==> src/rtl/ccff_loader.sv <==
// Configuration-chain loader: serialises host words MSB-first onto ccff_head with a
// per-cycle shift enable, and optionally checks ccff_tail against a resent stream.
module ccff_loader #(
  parameter int WORD_WIDTH   = 8,
  parameter int CHAIN_LENGTH = 12,
  parameter int CNT_WIDTH    = $clog2(CHAIN_LENGTH + 1)
) (
  input  logic                  prog_clk,
  input  logic                  prog_reset,
  input  logic                  start,
  input  logic                  verify,
  input  logic [WORD_WIDTH-1:0] word_in,
  input  logic                  word_valid,
  output logic                  word_ready,
  output logic                  ccff_head,
  output logic                  prog_clk_en,
  input  logic                  ccff_tail,
  output logic                  busy,
  output logic                  done,
  output logic                  error
);

  localparam int SC_WIDTH = $clog2(WORD_WIDTH + 1);

  typedef enum logic [1:0] {
    IDLE,
    LOAD,
    DONE
  } state_t;

  state_t                state, state_next;
  logic [WORD_WIDTH-1:0] sr, sr_next;
  logic [SC_WIDTH-1:0]   sr_cnt, sr_cnt_next;
  logic [CNT_WIDTH-1:0]  bits_left, bits_left_next;
  logic                  vmode, vmode_next;
  logic                  error_next;
  logic                  head_next;
  logic                  en_next;
  logic                  accept;
  logic                  shift;
  int unsigned           avail;

  assign busy = (state == LOAD);
  assign done = (state == DONE);

  always_comb begin
    word_ready     = (state == LOAD) && (sr_cnt <= SC_WIDTH'(1)) &&
                     (32'(bits_left) > 32'(sr_cnt));
    accept         = word_ready && word_valid;
    shift          = (state == LOAD) && (bits_left != '0) && ((sr_cnt != '0) || accept);
    state_next     = state;
    sr_next        = sr;
    sr_cnt_next    = sr_cnt;
    bits_left_next = bits_left;
    vmode_next     = vmode;
    error_next     = error;
    head_next      = ccff_head;
    en_next        = 1'b0;
    avail          = 0;

    // Compare at the edge that clocks the chain, using the bit currently presented.
    if (vmode && prog_clk_en && (ccff_tail != ccff_head))
      error_next = 1'b1;

    case (state)
      IDLE, DONE: begin
        if (start) begin
          state_next     = LOAD;
          bits_left_next = CNT_WIDTH'(CHAIN_LENGTH);
          sr_cnt_next    = '0;
          vmode_next     = verify;
          error_next     = 1'b0;
        end
      end
      LOAD: begin
        if (bits_left == '0) begin
          state_next = DONE;
        end else if (shift) begin
          en_next        = 1'b1;
          bits_left_next = bits_left - CNT_WIDTH'(1);
          if (sr_cnt == '0) begin
            // Empty holding register: the new word's MSB goes straight out this edge,
            // so a stalled host costs no extra cycle once it resumes.
            head_next = word_in[WORD_WIDTH-1];
            sr_next   = WORD_WIDTH'({word_in, 1'b0});
            avail     = (32'(bits_left) < 32'(WORD_WIDTH)) ? 32'(bits_left) - 1
                                                           : 32'(WORD_WIDTH) - 1;
          end else begin
            head_next = sr[WORD_WIDTH-1];
            if (accept) begin
              sr_next = word_in;
              avail   = (32'(bits_left) - 1 < 32'(WORD_WIDTH)) ? 32'(bits_left) - 1
                                                                : 32'(WORD_WIDTH);
            end else begin
              sr_next = WORD_WIDTH'({sr, 1'b0});
              avail   = 32'(sr_cnt) - 1;
            end
          end
          sr_cnt_next = SC_WIDTH'(avail);
        end
      end
      default: state_next = IDLE;
    endcase
  end

  always_ff @(posedge prog_clk) begin
    if (prog_reset) begin
      state       <= IDLE;
      sr          <= '0;
      sr_cnt      <= '0;
      bits_left   <= '0;
      vmode       <= 1'b0;
      error       <= 1'b0;
      ccff_head   <= 1'b0;
      prog_clk_en <= 1'b0;
    end else begin
      state       <= state_next;
      sr          <= sr_next;
      sr_cnt      <= sr_cnt_next;
      bits_left   <= bits_left_next;
      vmode       <= vmode_next;
      error       <= error_next;
      ccff_head   <= head_next;
      prog_clk_en <= en_next;
    end
  end

endmodule
==> config.mk <==
export PLATFORM = sky130hd
export DESIGN_NAME = ccff_loader
export DESIGN_NICKNAME = d
export VERILOG_FILES = /design/src/rtl/ccff_loader.sv
export SDC_FILE = /design/constraint.sdc
export NUM_CORES = 1
export LEC_CHECK = 0
export ABC_AREA = 1
export BUFFER_PORTS_ARGS = -buffer_cell sky130_fd_sc_hd__buf_2
export CAP_MARGIN = 30
export CORE_MARGIN = 5
export CORE_UTILIZATION = 40
export CTS_CLUSTER_SIZE = 10
export DETAILED_ROUTE_END_ITERATION = 6
export PLACE_DENSITY_LB_ADDON = 0.2
export RECOVER_POWER = 100
export SLEW_MARGIN = 20
export SYNTH_ARGS = -nofsm -noshare
export SYNTH_HDL_FRONTEND = slang
export SYNTH_SLANG_ARGS = --single-unit
==> constraint.sdc <==
create_clock -name prog_clk -period 2.17 [get_ports prog_clk]
set_clock_uncertainty 0.15 [all_clocks]
set_input_delay 0.434 -clock prog_clk [delete_from_list [all_inputs] [get_ports prog_clk]]
set_output_delay 0.434 -clock prog_clk [all_outputs]
set_load 0.01 [all_outputs]
Word-level counts from Yosys, hierarchy flattened
Index checks and enable logic that the tools add are counted.

word-level totals
  register bits = 22
  latch bits = 0
  memory bits (writable) = 0
  memory bits (read-only) = 0
  output and inout bits = 6
  memories kept = 0

cells by class
  $add $sub $neg = 3
  multiply operators = 0
  divide/modulo/power cells = 0
  order comparisons = 4
  equality and inequality tests = 7
  shift-type cells = 0
  mux-type cells = 22
  bitwise logic cells = 2
  reduce and logical (&&, ||, !) cells = 20

operators with widths
  kind                                                                              count
  4-bit 2-to-1 mux                                                                  10
  32-bit by 4-bit less-than comparator with 1-bit output, second input constant     1
  8-bit 2-to-1 mux                                                                  2
  4-bit one-hot mux with 2 select lines                                             2
  4-bit zero test                                                                   2
  4-bit nonzero test                                                                2
  4-bit by 1-bit subtractor with 4-bit output, second input constant                2
  1-bit logical AND                                                                 7
  1-bit 2-to-1 mux                                                                  5
  4-bit by 1-bit subtractor with 5-bit output, second input constant                1
  4-bit > comparator                                                                1
  4-bit by 1-bit less-or-equal comparator with 1-bit output, second input constant  1
  4-bit less-than comparator, second input constant                                 1
  2-bit 2-to-1 mux                                                                  2
  2-bit by 1-bit != test with 1-bit output, second input constant                   2
  2-bit != test, second input constant                                              2
  2-bit one-hot mux with 2 select lines                                             1
  2-bit AND reduction                                                               2
  4-bit AND reduction                                                               1
  3-bit AND reduction                                                               1
  3-bit OR reduction                                                                1
  2-bit by 1-bit == test with 1-bit output, second input constant                   1
  2-bit == test, second input constant                                              1
  2-bit zero test                                                                   1
  5 further kinds                                                                   6

Depth between registers and ports, before layout
Gate-level depths: netlist of run 1.

  depth in word-level cells = 9
  gate-level depth with buffers = 15
  depth with buffers taken out = 14

Least setup slack after synthesis of run 1
Ideal clock, no wire load.

  kind = register -> register
  start point = register bits_left[0]
  end point = register sr[2]
  setup time = 0.115 ns
  data arrival time = 1.579 ns
  required time = 1.905 ns
  slack = 0.326 ns
  cell stages (with the launch flop) = 13
  buffers on the path = 2
  cells stage by stage = dfxtp_1 -> inv_1 -> ha_1 -> nand2_1 -> nor2_1 -> nor2_4 -> nand3_2 -> buf_6 -> buf_12 -> o21ai_2 -> nor2_1 -> nor2_2 -> nor2_1

on the way
  cells in the longest elaborated chain, start to end = 6

ends and longest elaborated chain
  element                        RTL line  text
  start: declaration             34        logic [CNT_WIDTH-1:0] bits_left, bits_left_next;
  start signal: assignment       120       bits_left <= bits_left_next;
  4-bit > comparator             48        (32'(bits_left) > 32'(sr_cnt));
  1-bit logical AND              47        word_ready = (state == LOAD) && (sr_cnt <= SC_WIDTH'(1)) &&
  1-bit logical AND              49        accept = word_ready && word_valid;
  1-bit logical OR               50        shift = (state == LOAD) && (bits_left != '0) && ((sr_cnt != '0) || accept);
  1-bit logical AND              50
  3-bit AND reduction (no line)  -
  end signal: assignment         118       sr <= sr_next;
  end: declaration               32        logic [WORD_WIDTH-1:0] sr, sr_next;

Parallel ways exist; a longest one is shown, timed or not.
A chain may end at the register's enable or synchronous reset.

Worst setup path after layout of run 1
  start point = register sr_cnt[2]
  end point = output port word_ready

on the way
  cells in the longest elaborated chain, start to end = 3

ends and longest elaborated chain
  element                                                    RTL line  text
  start: declaration                                         33        logic [SC_WIDTH-1:0] sr_cnt, sr_cnt_next;
  start signal: assignment                                   119       sr_cnt <= sr_cnt_next;
  4-bit by 1-bit less-or-equal comparator with 1-bit output  47
  1-bit logical AND                                          47
  1-bit logical AND *                                        47
  end: declaration                                           14        output logic word_ready,

Every way passes the cells marked *; elsewhere a longest branch is shown, timed or not.

==> impl_metrics.ini, run 1 <==
[power_and_ir_drop]
static-leakage-power_nw = 0.871
total_power_mw = 1.36
ir_drop_uv = 399
cellPowerDensity_mw_per_mm2 = 739

[detailed_routing]
wl_mm = 3.45
routed_length_per_placed_instance_microns = 11.1
final_antenna_net_count = 0
via_per_inst = 4.66
number_of_remaining_drc_errors = 0
drt-initial-drc-count = 65
number_of_search_and_repair_iterations_in_the_first_detailed_routing_pass = 4
num_vias = 1454

[placed_design]
placement.cell_area_sq_mm = 0.00171
detailedPlacementHpwl_mm = 2.62
portBuffers = 19
gp_congestion = 0.895

[sta]
worstMarginPinSlew_ps = 512
max_freq_ghz = 0.480
worst_slew_margin_rel = 0.659
fin_setup_tns_ps = 0
rsz_0062_raised_after_global_routing = no
final.min_clock_period_ps = 2080
final_hold_viol_count = 0
report.final.setup_viol = 0
fin_crit_sh = 0.960
final_max_slew_viol_count = 0

[clock_tree]
worst_skew_pair.late_latency_ps = 260
path_clk_slew_ps = 80
cts-root-to-sink-buffers = 2
cts_made_buffers = 3
cts.htree.levels = 1
tritoncts = built
root_buffer = sky130_fd_sc_hd__clkbuf_8
clock_sinks = 22

[global_routing]
grtUsageTotal = 0.137
gr-total-overflow = 0
vias_in_the_first_global_route = 1255
grt_start_max_net_pins = 20
antenna_found_initial = 0
grt_pass1_wl_mm = 5.77

[critical_path]
critical_path.endpoint = word_ready
r2r_cells = 13
cp-end-kind = output pin
reg2reg_setup_slack_ps = 140
cpPeakStageDelay_ps = 340
regToRegEndpoint = sr_cnt[3]
critical_path.cell_chain = inv_2 > ha_1 > nand2_2 > inv_1 > nand2_1 > nand2_2 > and2_2 > buf_2
crit_arrival_ps = 1500
r2r-start = sr_cnt[2]
path_delay_family = simple AND/OR/NAND/NOR gates
critical_path_buf_inv_count = 3
crit_path_max_fanout = 3
startpoint = sr_cnt[2]
worstPathRequired_ps = 1590
timing_worst_setup_path_type = reg -> out
crit_path_frequent_cell = sky130_fd_sc_hd__nand2_2
number_of_cells_on_the_critical_path = 8
slowest_stage = sky130_fd_sc_hd__dfxtp_2
start_kind = flop

[worst_hold_path]
min_from = verify
min_path_type = in -> reg

[cells_and_area]
final_cell_mix = sky130_fd_sc_hd__nand2_1, sky130_fd_sc_hd__nor2_1, sky130_fd_sc_hd__inv_1
fillers = 397
area_occupied_by_multi_input_gates_sq_um = 988
nets = 289
layout.area.seq_sq_um = 448
layout.cells.most_common = sky130_fd_sc_hd__nand2_1
final_layout_size_suffix_gt1_frac = 0.284
total_non_filler_cell_area_in_the_finished_layout_sq_mm = 0.00184
insertedDiodeCount = 0
area_delta_synth_final_pct = 17.1

[floorplanning]
boundaryPins = 20
core.rowCount = 22
floorplan.die_area_sq_mm = 0.00529
die_height_microns = 72.7
initial_core_util = 0.420
core_region_area_sq_mm = 0.00374
die_w_microns = 72.7

[synthesis]
synth_enable_flop_cells = 0
ys.warnings.count = 0
synth_flop_cell = sky130_fd_sc_hd__dfxtp_1
total_nets_after_synthesis = 260
syn_avg_cell_area_sq_um = 6.67
netlist_instances = 236
synthesis.area_sq_mm = 0.00157
ys_types = 29
synth_sequential_area_ratio = 0.280
synth-async-reset-ratio = 0
yosys_register_bits = 22

[status]
run_status = finished clean

[job]
maxCapViolCount = 0
[flip-flops by register name, indices dropped and copies added (netlist names)]
| signal | cells |
|---|---|
| prog_clk_en | 1 |
| error | 1 |
| sr_cnt | 4 |
| sr | 8 |
| vmode | 1 |
| state | 2 |
| bits_left | 4 |
| ccff_head | 1 |
[synth_stat cells (2+ instances only)]
library cell	n	area, sq um
sky130_fd_sc_hd__buf_6	3	33.8
sky130_fd_sc_hd__o21ai_0	7	35.0
sky130_fd_sc_hd__nand3_2	2	20.0
sky130_fd_sc_hd__nor2_1	40	150
sky130_fd_sc_hd__nand2_2	5	31.3
sky130_fd_sc_hd__nor2_2	6	37.5
sky130_fd_sc_hd__a21oi_2	2	17.5
sky130_fd_sc_hd__inv_1	28	105
sky130_fd_sc_hd__o21ai_2	6	52.6
sky130_fd_sc_hd__nand4_1	4	25.0
sky130_fd_sc_hd__a31oi_1	2	12.5
sky130_fd_sc_hd__nor2_4	3	33.8
sky130_fd_sc_hd__nand3_1	11	55.1
sky130_fd_sc_hd__inv_2	2	7.51
sky130_fd_sc_hd__dfxtp_1	22	440
sky130_fd_sc_hd__nand2_1	59	221
sky130_fd_sc_hd__o21ai_1	7	35.0
sky130_fd_sc_hd__ha_1	10	125
sky130_fd_sc_hd__a21oi_1	7	35.0
[per-layer routing]
metal / vias up / GRT usage / part of all wire
met5: - / 0 / 0
met4: 0 / 0.0307 / 0.0078
met2: 37 / 0.216 / 0.45
met1: 618 / 0.189 / 0.49
met3: 4 / 0.0344 / 0.054
li1: 795 / - / -
[cells by family (layout without fill, tap and decap cells)]
| group | after synthesis | count (layout) | synth area share |
|---|---|---|---|
| buf+inv | 37 | 65 | 0.126 |
| fa+ha+maj | 10 | 10 | 0.0795 |
| xor+xnor | 2 | 2 | 0.0111 |
| flops | 22 | 22 | 0.280 |
| compound gates | 32 | 32 | 0.124 |
| simple gates | 133 | 133 | 0.380 |
[through the flow]
stage / util / hold WS (ps) / cells / worst slack [ps]
2_1_floorplan: - / 291 / 236 / 326
3_3_place_gp: 0.458 / 321 / 305 / 174
3_5_place_dp: 0.458 / 316 / 305 / 139
4_1_cts: 0.481 / 246 / 310 / 20.3
5_1_grt: 0.492 / 315 / 312 / 0.194
6_report: 0.492 / 284 / 312 / 86.0
[final cells by class]
| type | count | area share |
|---|---|---|
| multi-input cells | 177 | 0.536 |
| well taps | 48 | 0.0326 |
| clock buffers | 4 | 0.0299 |
| flip-flops and latches | 22 | 0.243 |
| repair buffers | 30 | 0.0910 |
| inverters | 31 | 0.0672 |
[where the power goes]
group	switching [mW]	total (mW)	leakage, nW	internal (mW)
combinational	0.357	0.586	0.660	0.229
sequential	0.0304	0.478	0.182	0.447
clock	0.136	0.298	0.0288	0.162
[timing repair]
item	4_1_cts	5_1_grt
gates cloned	0	0
endpoints found under the setup margin	1	5
pin swaps	0	5
setup buffers	1	2
resized for setup	7	15
hold buffers	0	0
[worst min-delay path, cell delays in order]
cell                      delay [ps]
sky130_fd_sc_hd__buf_2            80
sky130_fd_sc_hd__o21ai_0          80
sky130_fd_sc_hd__nor2_1           80
[how the worst min path moves through the flow]
stage	slack, ps	cells after the start	endpoint
finish	280	3	vmode
global route	310	4	state[1]
CTS	250	2	sr[0]
detailed placement	320	2	sr[0]
global placement	320	2	sr[0]
floorplan	290	2	sr[0]
(Power assumes the default switching activity.)
==> run 2: changes to the inputs <==
--- a/config.mk
+++ b/config.mk
@@ -6,13 +6,13 @@
 export NUM_CORES = 1
 export LEC_CHECK = 0
 export ABC_AREA = 1
-export BUFFER_PORTS_ARGS = -buffer_cell sky130_fd_sc_hd__buf_2
 export CAP_MARGIN = 30
 export CORE_MARGIN = 5
 export CORE_UTILIZATION = 40
 export CTS_CLUSTER_SIZE = 10
 export DETAILED_ROUTE_END_ITERATION = 6
-export PLACE_DENSITY_LB_ADDON = 0.2
+export DONT_BUFFER_PORTS = 1
+export PLACE_DENSITY = 0.51
 export RECOVER_POWER = 100
 export SLEW_MARGIN = 20
 export SYNTH_ARGS = -nofsm -noshare
==> impl_metrics.ini, run 2 (synthesis gave the netlist of run 1 again) <==
[status]
run_status = finished clean

[critical_path]
critical_path_buf_inv_count = 3
cp-end-kind = output pin
reg2reg_setup_slack_ps = 170
cpPeakStageDelay_ps = 320
path_delay_family = simple AND/OR/NAND/NOR gates
worstPathRequired_ps = 1590
number_of_cells_on_the_critical_path = 8
slowest_stage = sky130_fd_sc_hd__dfxtp_2
crit_arrival_ps = 1500
r2r-start = sr_cnt[3]
critical_path.cell_chain = inv_1 > ha_4 > nand2_2 > inv_1 > nand2_1 > nand2_1 > buf_4 > and2_4
r2r_cells = 11
crit_path_max_fanout = 5
regToRegEndpoint = bits_left[0]
start_kind = flop
timing_worst_setup_path_type = reg -> out

[detailed_routing]
routed_length_per_placed_instance_microns = 12.4
drt-initial-drc-count = 58
wl_mm = 3.63
number_of_remaining_drc_errors = 0
final_antenna_net_count = 0
num_vias = 1387
number_of_search_and_repair_iterations_in_the_first_detailed_routing_pass = 4
via_per_inst = 4.73

[cells_and_area]
top_regs = sr x8, bits_left x4, sr_cnt x4
nets = 270
area_delta_synth_final_pct = 11.0
layout.area.seq_sq_um = 448
layout.cells.most_common = sky130_fd_sc_hd__nand2_1
insertedDiodeCount = 0
area_occupied_by_multi_input_gates_sq_um = 970
final_cell_mix = sky130_fd_sc_hd__nand2_1, sky130_fd_sc_hd__nor2_1, sky130_fd_sc_hd__inv_1
final_layout_size_suffix_gt1_frac = 0.204
total_non_filler_cell_area_in_the_finished_layout_sq_mm = 0.00175
max_flop_register = sr
fillers = 403
largest_register_ffs = 8

[sta]
fin_crit_sh = 0.959
max_freq_ghz = 0.481
final_hold_viol_count = 0
rsz_0062_raised_after_global_routing = no
worstMarginPinSlew_ps = 544
worst_slew_margin_rel = 0.637
fin_setup_tns_ps = 0
final.min_clock_period_ps = 2080
fin_worst_setup_slack_ps = 89.5
report.final.setup_viol = 0
final_max_slew_viol_count = 0

[global_routing]
grtUsageTotal = 0.141
grt_pass1_wl_mm = 5.98
gr-total-overflow = 0
antenna_found_initial = 0
grt_start_max_net_pins = 20
vias_in_the_first_global_route = 1256

[clock_tree]
path_clk_slew_ps = 90
worst_skew_pair.late_latency_ps = 270
root_buffer = sky130_fd_sc_hd__clkbuf_8
cts-root-to-sink-buffers = 2
tritoncts = built
cts_made_buffers = 3
cts.htree.levels = 1
clock_sinks = 22
ctsHoldBuffers = 0

[floorplanning]
die_w_microns = 72.7
core_region_area_sq_mm = 0.00374
die_height_microns = 72.7
core.rowCount = 22
boundaryPins = 20
initial_core_util = 0.420
floorplan.die_area_sq_mm = 0.00529

[placed_design]
gp_congestion = 0.849
portBuffers = 0
dp_slack_ps = 168
detailedPlacementHpwl_mm = 2.62
placement.cell_area_sq_mm = 0.00163

[worst_hold_path]
min_from = prog_reset
min_path_type = in -> reg
worst_hold_path.num_cells = 1
hold_path_end = sr[0]

[power_and_ir_drop]
static-leakage-power_nw = 0.809
cellPowerDensity_mw_per_mm2 = 807
ir_drop_uv = 367

[job]
maxCapViolCount = 0
run 2: cell types whose count changed in the layout (fill, tap and decap cells not counted), moves of 3 or more:
cell,change
sky130_fd_sc_hd__inv_2,-5
sky130_fd_sc_hd__nand2_1,+3
sky130_fd_sc_hd__buf_2,-14
sky130_fd_sc_hd__clkbuf_1,-4
sky130_fd_sc_hd__inv_1,+5
sky130_fd_sc_hd__nand2_2,-3
run 2: worst max-delay path by stage:
| stage | endpoint | start | slack [ps] |
|---|---|---|---|
| 4_1_cts | word_ready | bits_left[0] | 30 |
| 5_1_grt | word_ready | sr_cnt[3] | 9 |
| 2_1_floorplan | sr[2] | bits_left[0] | 330 |
| 6_report | word_ready | sr_cnt[3] | 90 |
| 3_5_place_dp | sr[3] | bits_left[0] | 170 |
| 3_3_place_gp | bits_left[2] | sr_cnt[1] | 170 |
run 2: metrics by stage:
| step | utilization | std cells | total power, mW | hold WS, ps |
|---|---|---|---|---|
| global placement | 0.434 | 287 | 1.00 | 316 |
| finish | 0.467 | 293 | 1.41 | 63.9 |
| CTS | 0.460 | 292 | 1.40 | 54.8 |
| global route | 0.467 | 293 | 1.52 | 48.9 |
| floorplan | - | 236 | 0.887 | 291 |
| detailed placement | 0.434 | 287 | 0.993 | 328 |
run 2: layer usage:
metal	up-vias	track usage	part of all wire
li1	757	-	-
met1	592	0.204	0.50
met2	34	0.208	0.44
met3	4	0.0413	0.053
met4	0	0.0205	0.0091
met5	-	0	0
run 2: timing repair:
| action | in CTS | in global routing |
|---|---|---|
| buffers inserted | 1 | 1 |
| resized for setup | 5 | 9 |
| setup endpoints to repair | 1 | 3 |
| pin swaps | 2 | 1 |
run 2: power breakdown:
group          switching, mW  leakage, nW  internal, mW  total, mW
Clock                  0.144       0.0357         0.247      0.391
Combinational          0.332        0.591         0.209      0.541
Sequential            0.0322        0.182         0.447      0.479
Total                  0.509        0.809         0.903       1.41
run 2: cell type report:
class / instances / share of cell area
timing repair buffer: 11 / 0.0429
inverter: 31 / 0.0709
clock buffer: 3 / 0.0236
clock inverter: 1 / 0.0172
tap: 48 / 0.0344
sequential: 22 / 0.256
multi-input combinational: 177 / 0.555
==> run 3: changes to the inputs <==
--- a/config.mk
+++ b/config.mk
@@ -6,13 +6,12 @@
 export NUM_CORES = 1
 export LEC_CHECK = 0
 export ABC_AREA = 1
+export BUFFER_PORTS_ARGS = -buffer_cell sky130_fd_sc_hd__buf_2
 export CAP_MARGIN = 30
-export CORE_MARGIN = 5
 export CORE_UTILIZATION = 40
 export CTS_CLUSTER_SIZE = 10
 export DETAILED_ROUTE_END_ITERATION = 6
-export DONT_BUFFER_PORTS = 1
-export PLACE_DENSITY = 0.51
+export PLACE_DENSITY = 0.56
 export RECOVER_POWER = 100
 export SLEW_MARGIN = 20
 export SYNTH_ARGS = -nofsm -noshare
==> impl_metrics.ini, run 3 (synthesis gave the netlist of run 1 again) <==
[cells_and_area]
post-route-util = 0.513
final_layout_size_suffix_gt1_frac = 0.274
max_flop_register = sr
final_cell_mix = sky130_fd_sc_hd__nand2_1, sky130_fd_sc_hd__nor2_1, sky130_fd_sc_hd__inv_1
layout.cells.most_common = sky130_fd_sc_hd__nand2_1
insertedDiodeCount = 0
fillers = 412
top_regs = sr x8, bits_left x4, sr_cnt x4
area_delta_synth_final_pct = 21.1
largest_register_ffs = 8
nets = 295

[critical_path]
crit_path_max_fanout = 6
worstPathRequired_ps = 1590
regToRegEndpoint = sr[1]
startpoint = sr_cnt[1]
start_kind = flop
reg2reg_setup_slack_ps = 120
critical_path.endpoint = word_ready
cp-end-kind = output pin
r2r_cells = 13
timing_worst_setup_path_type = reg -> out
crit_arrival_ps = 1500
r2r-start = sr_cnt[1]

[worst_hold_path]
min_path_type = in -> reg
min_from = verify

[sta]
fin_worst_setup_slack_ps = 89.9
max_freq_ghz = 0.481
worst_slew_margin_rel = 0.639
fin_setup_tns_ps = 0
final_max_slew_viol_count = 0
final.min_clock_period_ps = 2080
rsz_0062_raised_after_global_routing = no
worstMarginPinSlew_ps = 540
fin_crit_sh = 0.959
report.final.setup_viol = 0
final_hold_viol_count = 0

[status]
run_status = finished clean

[placed_design]
gp_congestion = 0.831
detailedPlacementHpwl_mm = 2.60
dp_slack_ps = 132
portBuffers = 19

[global_routing]
antenna_found_initial = 0
grt_start_max_net_pins = 19
grt_pass1_wl_mm = 5.91
vias_in_the_first_global_route = 1312
gr-total-overflow = 0
grtUsageTotal = 0.185

[clock_tree]
worst_skew_pair.late_latency_ps = 270
root_buffer = sky130_fd_sc_hd__clkbuf_8
cts.htree.levels = 1
clock_sinks = 22
tritoncts = built
path_clk_slew_ps = 80
ctsHoldBuffers = 0
cts_made_buffers = 3
cts-root-to-sink-buffers = 2

[floorplanning]
core_region_area_sq_mm = 0.00372
die_w_microns = 64.7
die_height_microns = 64.7
boundaryPins = 20
core.rowCount = 22
initial_core_util = 0.424
floorplan.die_area_sq_mm = 0.00419

[power_and_ir_drop]
cellPowerDensity_mw_per_mm2 = 732
static-leakage-power_nw = 0.898
ir_drop_uv = 330
total_power_mw = 1.39

[detailed_routing]
via_per_inst = 4.70
num_vias = 1494
final_antenna_net_count = 0
number_of_search_and_repair_iterations_in_the_first_detailed_routing_pass = 4
wl_mm = 3.62
routed_length_per_placed_instance_microns = 11.4
number_of_remaining_drc_errors = 0
drt-initial-drc-count = 45

[job]
maxCapViolCount = 0
-- run 3: cell types whose count changed in the layout (fill, tap and decap cells not counted), sizes merged --
cell	delta
clkbuf	+6
buf	+20
bufinv	-1
-- run 3: power breakdown --
part / switching, mW / internal, mW / total [mW]
clock: 0.139 / 0.162 / 0.301
combinational: 0.367 / 0.251 / 0.618
sequential: 0.0296 / 0.446 / 0.475
-- run 3: what timing repair did --
item / 4_1_cts / 5_1_grt
resized for setup: 7 / 10
pin swaps: 0 / 3
setup buffers: 1 / 6
endpoints found under the setup margin: 1 / 1
cloned: 0 / 0
-- run 3: per-stage QoR --
step	cell area, sq um	std cells	hold slack, ps
6_report	1910	318	266
5_1_grt	1910	318	325
4_1_cts	1810	312	247
3_5_place_dp	1730	307	312
3_3_place_gp	1730	307	317
2_1_floorplan	1570	236	291
-- run 3: worst min-delay path by stage --
stage	end	slack, ps	cells after the start
finish	vmode	270	3
global route	state[1]	330	4
CTS	sr[0]	250	2
detailed placement	sr[0]	310	2
global placement	sr[0]	320	2
floorplan	sr[0]	290	2
-- run 3: metal layers --
layer  routed length (microns)  vias up  track usage
li1                          -      809            -
met1                      1800      647        0.236
met2                      1600       27        0.296
met3                       100       11       0.0299
met4                       119        0       0.0972
met5                         0        -            0
-- run 3: worst max-delay path, stage by stage (launching register included) --
cell and delay, ps:
sky130_fd_sc_hd__dfxtp_1 310, sky130_fd_sc_hd__inv_2 140, sky130_fd_sc_hd__ha_1 160, sky130_fd_sc_hd__inv_1 40, sky130_fd_sc_hd__nand2_1 70, sky130_fd_sc_hd__nand3_2 100
sky130_fd_sc_hd__nor2_4 160, sky130_fd_sc_hd__and2_4 150, sky130_fd_sc_hd__buf_6 90
-- run 3: final cells by class --
class                      instances  area (sq um)  area share
inverter                          31           124      0.0650
timing repair buffer              36           228       0.120
sequential                        22           444       0.233
multi-input combinational        177           995       0.522
clock buffer                       4          55.1      0.0289
tap                               48          60.1      0.0315
